File: src/rtl/cpu_hatch_arbiter.sv
// cpu_hatch_arbiter: shares the single instruction-memory ("hatch") port
// between the fetch stage and the program loader/debug requester.
// Fetch wins by default. A run counter guarantees the loader a slot after
// MAX_RUN consecutive fetch grants. load_lock lets the loader hold the port
// for bursts. Read responses (1-cycle latency) are routed back by a tag.
//
// Ports:
//   clk, rst                 clock, synchronous active-high reset
//   fetch_req/addr           fetch read request, byte address
//   fetch_gnt/stall          same-cycle grant / stall (combinational)
//   fetch_rvalid/rdata       fetch read response
//   load_req/we/lock/addr/wdata  loader request
//   load_gnt                 same-cycle loader grant (combinational)
//   load_rvalid/rdata        loader read response
//   mem_en/we/addr/wdata     memory command
//   mem_rdata                memory read data, valid the cycle after a read
module cpu_hatch_arbiter #(
    parameter int unsigned AW      = 10,
    parameter int unsigned MAX_RUN = 8
) (
    input  logic          clk,
    input  logic          rst,
    input  logic          fetch_req,
    input  logic [31:0]   fetch_addr,
    output logic          fetch_gnt,
    output logic          fetch_stall,
    output logic          fetch_rvalid,
    output logic [47:0]   fetch_rdata,
    input  logic          load_req,
    input  logic          load_we,
    input  logic          load_lock,
    input  logic [31:0]   load_addr,
    input  logic [47:0]   load_wdata,
    output logic          load_gnt,
    output logic          load_rvalid,
    output logic [47:0]   load_rdata,
    output logic          mem_en,
    output logic          mem_we,
    output logic [AW-1:0] mem_addr,
    output logic [47:0]   mem_wdata,
    input  logic [47:0]   mem_rdata
);

    localparam int unsigned DW = 48;
    localparam int unsigned CW = 8;

    typedef enum logic [1:0] {
        OWN_FREE   = 2'd0,
        OWN_FETCH  = 2'd1,
        OWN_LOCKED = 2'd2
    } owner_t;

    owner_t        owner;
    logic [CW-1:0] run_cnt;
    logic          rd_pend_fetch;
    logic          rd_pend_load;
    logic [DW-1:0] fetch_hold;
    logic [DW-1:0] load_hold;
    logic          run_full;

    assign run_full = (run_cnt == CW'(MAX_RUN));

    // Grant selection; rst only masks, state itself is registered.
    always_comb begin
        fetch_gnt = 1'b0;
        load_gnt  = 1'b0;
        if (!rst) begin
            if (owner == OWN_LOCKED) begin
                load_gnt = load_req;
            end else if (load_req && (!fetch_req || run_full)) begin
                load_gnt = 1'b1;
            end else if (fetch_req) begin
                fetch_gnt = 1'b1;
            end
        end
    end

    assign fetch_stall = fetch_req & ~fetch_gnt;

    // Memory command muxed from the granted requester; idle address is zero.
    always_comb begin
        mem_addr = '0;
        if (load_gnt) begin
            mem_addr = load_addr[AW+1:2];
        end else if (fetch_gnt) begin
            mem_addr = fetch_addr[AW+1:2];
        end
    end

    assign mem_en    = fetch_gnt | load_gnt;
    assign mem_we    = load_gnt & load_we;
    assign mem_wdata = load_wdata;

    // Owner FSM, starvation counter and response tags.
    always_ff @(posedge clk) begin
        if (rst) begin
            owner         <= OWN_FREE;
            run_cnt       <= '0;
            rd_pend_fetch <= 1'b0;
            rd_pend_load  <= 1'b0;
            fetch_hold    <= '0;
            load_hold     <= '0;
        end else begin
            if (load_gnt || !load_req) begin
                run_cnt <= '0;
            end else if (fetch_gnt && !run_full) begin
                run_cnt <= run_cnt + CW'(1);
            end

            if (load_gnt && load_lock) begin
                owner <= OWN_LOCKED;
            end else begin
                case (owner)
                    OWN_LOCKED: if (!load_lock) owner <= OWN_FREE;
                    OWN_FREE:   if (fetch_gnt)  owner <= OWN_FETCH;
                    OWN_FETCH:  if (!fetch_req) owner <= OWN_FREE;
                    default:    owner <= OWN_FREE;
                endcase
            end

            rd_pend_fetch <= fetch_gnt;
            rd_pend_load  <= load_gnt & ~load_we;

            // Capture delivered data so the idle requester's rdata stays put.
            if (rd_pend_fetch) fetch_hold <= mem_rdata;
            if (rd_pend_load)  load_hold  <= mem_rdata;
        end
    end

    assign fetch_rvalid = rd_pend_fetch;
    assign load_rvalid  = rd_pend_load;
    assign fetch_rdata  = rd_pend_fetch ? mem_rdata : fetch_hold;
    assign load_rdata   = rd_pend_load  ? mem_rdata : load_hold;

    // Address bits outside the word index are intentionally ignored.
    logic unused_addr_bits;
    assign unused_addr_bits = ^{fetch_addr, load_addr};

endmodule
File: config.mk
export PLATFORM = sky130hd
export DESIGN_NAME = cpu_hatch_arbiter
export DESIGN_NICKNAME = d
export VERILOG_FILES = /design/src/rtl/cpu_hatch_arbiter.sv
export SDC_FILE = /design/constraint.sdc
export NUM_CORES = 1
export LEC_CHECK = 0
export CAP_MARGIN = 20
export CORE_AREA = 3 3 125 127
export CTS_BUF_LIST = sky130_fd_sc_hd__clkbuf_8
export DETAILED_ROUTE_END_ITERATION = 10
export DIE_AREA = 0 0 128 130
export GPL_ROUTABILITY_DRIVEN = 0
export GPL_TIMING_DRIVEN = 0
export HOLD_SLACK_MARGIN = 0.05
export PLACE_DENSITY = 0.77
export SLEW_MARGIN = 30
export SYNTH_ARGS = -nofsm -noshare
export SYNTH_HDL_FRONTEND = slang
export SYNTH_SLANG_ARGS = --single-unit
File: constraint.sdc
create_clock -name clk -period 4.13 [get_ports clk]
set_input_delay 0.826 -clock clk [delete_from_list [all_inputs] [get_ports clk]]
set_output_delay 0.826 -clock clk [all_outputs]
set_load 0.02 [all_outputs]
==> flow_summary.json <==
{
  "yosysWarnings": 0,
  "cap_viol_max_count": 0,
  "fmax_mhz": 253.7,
  "fin_tns_setup_ns": 0,
  "postRouteAntennaNets": 0,
  "synth.lib_cells_used.distinct": 28,
  "boundary_pin_count": 327,
  "outcome": "finished, final reports clean",
  "worst_ir_drop_vdd_uv": 170.9,
  "hold_class": "reg2reg",
  "grt_first_pass_wirelength_um": 20500,
  "synth_top_cell_area_share": 0.4588,
  "dr.pass1.iters": 4,
  "number_of_i_o_port_buffers": 233,
  "critical_path_fanouts_max": 10,
  "die-area_um2": 16640,
  "endpoint_kind": "output port",
  "yosys-top-cells-area": "sky130_fd_sc_hd__dfxtp_1, sky130_fd_sc_hd__mux2_2, sky130_fd_sc_hd__nor2b_1",
  "timing.critical_path.from_type": "input pin",
  "commonest_cells_after_routing_fill_and_taps_aside": "sky130_fd_sc_hd__clkdlybuf4s50_1, sky130_fd_sc_hd__dfxtp_1, sky130_fd_sc_hd__nor2b_1",
  "cts_setup_buffers": 0,
  "detailroute.via_count": 3842,
  "cts_resized": 0,
  "hpwlAfterDp_um": 10580,
  "grt_remaining_overflow": 0,
  "layout_overhead_on_the_synthesized_area_pct": 59.40,
  "yosys.area.top_type": "sky130_fd_sc_hd__dfxtp_1",
  "layout.cells.most_common": "sky130_fd_sc_hd__clkdlybuf4s50_1",
  "min_period_over_period": 0.9544,
  "grt_pass1_vias": 4084,
  "die_width_um": 128,
  "cts-htree-levels": 3,
  "synth-edff-count": 0,
  "drive_gt1_frac": 0.2504,
  "post-route-drc-count": 0,
  "final_max_slew_viol_count": 0,
  "route.final.wire_length_um": 13540,
  "rsz_0062_raised_after_global_routing": "no",
  "cts_max_path_buffers": 2,
  "cts.clk_slew.worst_paths_ns": 0.09,
  "power_report.internal_total_mw": 1.790,
  "sw_frac_of_total": 0.2561,
  "final_net_count": 842,
  "core_area_um2": 14530,
  "ctsHoldBuffers": 0,
  "hold_viol_final": 0,
  "worst_clock_skew_ns": 0.006339,
  "mapped_nets": 598,
  "seq_power_share": 0.452,
  "async_flop_share": 0,
  "slew_headroom": 0.5282,
  "worst-slew-pin-transition_ns": 0.7077,
  "synth.cell_area_um2": 4712,
  "postSynthRegisterBits": 108,
  "number_of_antenna_violations_at_the_first_check_in_global_routing": 0,
  "synth_area_per_cell_um2": 10.96,
  "numClockSinks": 108,
  "post_drt_via_cell_ratio": 4.452,
  "power.clock.fraction": 0.307,
  "synth-seq-area-share": 0.4588,
  "num_rows": 44,
  "synthesis.instances": 430,
  "routed_wire_per_std_cell_um": 15.69,
  "floorplan.initialDensity": 0.3242,
  "cp_data_arrival_time_ns": 3.12,
  "cts-root-buf": "sky130_fd_sc_hd__clkbuf_8",
  "pin_count_of_the_biggest_net_entering_global_routing": 17,
  "number_of_antenna_diodes": 0,
  "number_of_buffers_inserted_during_clock_tree_synthesis": 9,
  "tritoncts_clock_tree": "yes",
  "drt_iter0_markers": 103,
  "insertion_delay_ns": 0.36,
  "cellPowerDensity_nw_per_um2": 320.3,
  "die_h_um": 130,
  "comb_power_share": 0.241,
  "period_needed_ns": 3.942,
  "finalSetupViolations": 0,
  "power.static_leakage_nw": 3.007,
  "globalRouteTotalUtil": 0.1563,
  "placement_cell_area_um2": 7274,
  "required_time_of_the_critical_path_ns": 3.30,
  "ys.flop_type": "sky130_fd_sc_hd__dfxtp_1",
  "crit_type": "in2out",
  "power.switching_mw": 0.6163,
  "stdcell_area_um2": 7511
}
==> worst max-delay path, cell delays in order <==
cell and delay, ns:
sky130_fd_sc_hd__clkdlybuf4s50_1 0.58, sky130_fd_sc_hd__nand2b_1 0.12, sky130_fd_sc_hd__nor2_1 0.16, sky130_fd_sc_hd__and2_1 0.21
sky130_fd_sc_hd__clkbuf_1 0.35, sky130_fd_sc_hd__a22o_1 0.25, sky130_fd_sc_hd__clkdlybuf4s50_1 0.61
==> logic make-up after synthesis <==
kind of cell | synth area share
DFF | 0.4588
muxes | 0.2294
adders and majority gates | 0.005310
buffers and inverters | 0.1020
AOI/OAI and AO/OA | 0.02788
xor gates and xnor gates | 0.01115
and+or+nand+nor | 0.1654
==> stage by stage <==
stage                       util  hold slack (ns)  setup WS (ns)  std cells  power, mW
final                     0.5168           0.4996         0.1883        863      2.406
after global routing      0.5168           0.5289        0.07544        863      2.519
after CTS                 0.5168           0.5011         0.2116        863      2.442
after detailed placement  0.5005           0.4805         0.2194        847      1.698
after global placement    0.5005           0.4662         0.2557        847      1.690
after floorplan                -           0.4485          1.129        430      1.407
==> power by group through the flow <==
stage	clock (mW)	combinational, mW	sequential [mW]
after global routing	0.810	0.617	1.09
after global placement	0	0.579	1.11
after floorplan	0	0.297	1.11
final	0.738	0.581	1.09
after CTS	0.766	0.589	1.09
after detailed placement	0	0.585	1.11
==> sequential cells by signal, indices dropped and copies added, names as in the netlist <==
name	count
fetch_hold	48
fetch_rvalid	1
load_hold	48
load_rvalid	1
owner	2
run_cnt	8
==> area by class of cell <==
| cell class | count | area [um^2] |
|---|---|---|
| buffer | 71 | 465.4 |
| multi-input combinational | 247 | 2069 |
| clock buffer | 12 | 165.2 |
| tap | 184 | 230.2 |
| clock inverter | 4 | 71.32 |
| timing repair buffer | 233 | 2332 |
| fill | 1298 | 7023 |
| inverter | 4 | 15.01 |
| sequential | 108 | 2162 |
==> final timing paths <==
check                                from                      end  slack (ns)  cells past startpoint
hold / removal    run_cnt[0]$_SDFFE_PP0P_  run_cnt[0]$_SDFFE_PP0P_        0.50                      1
setup reg to reg  run_cnt[0]$_SDFFE_PP0P_   load_rvalid$_SDFF_PP0_        2.20                      7
setup / recovery                fetch_req              mem_addr[0]        0.19                      7
hold reg to reg   run_cnt[0]$_SDFFE_PP0P_  run_cnt[0]$_SDFFE_PP0P_        0.50                      1
==> synthesized netlist by cell type (2+ instances only) <==
cell type,count
sky130_fd_sc_hd__a22o_1,10
sky130_fd_sc_hd__nor2b_1,98
sky130_fd_sc_hd__dfxtp_1,108
sky130_fd_sc_hd__nand2b_1,2
sky130_fd_sc_hd__nand3_1,7
sky130_fd_sc_hd__nor2_1,11
sky130_fd_sc_hd__and2_1,3
sky130_fd_sc_hd__xor2_1,4
sky130_fd_sc_hd__buf_2,6
sky130_fd_sc_hd__inv_1,4
sky130_fd_sc_hd__mux2_2,96
sky130_fd_sc_hd__clkbuf_1,15
sky130_fd_sc_hd__ha_1,2
sky130_fd_sc_hd__xnor2_1,2
sky130_fd_sc_hd__buf_4,49
==> per-layer routing <==
| metal | vias to the layer above | GRT usage | wire (um) |
|---|---|---|---|
| met2 | 159 | 0.2834 | 7065 |
| met3 | 14 | 0.05117 | 1058 |
| met4 | 0 | 0.04806 | 184 |
| met1 | 1815 | 0.1740 | 5232 |
| met5 | - | 0 | 0 |
| li1 | 1854 | - | - |
Power figures use the tool's default switching activity.
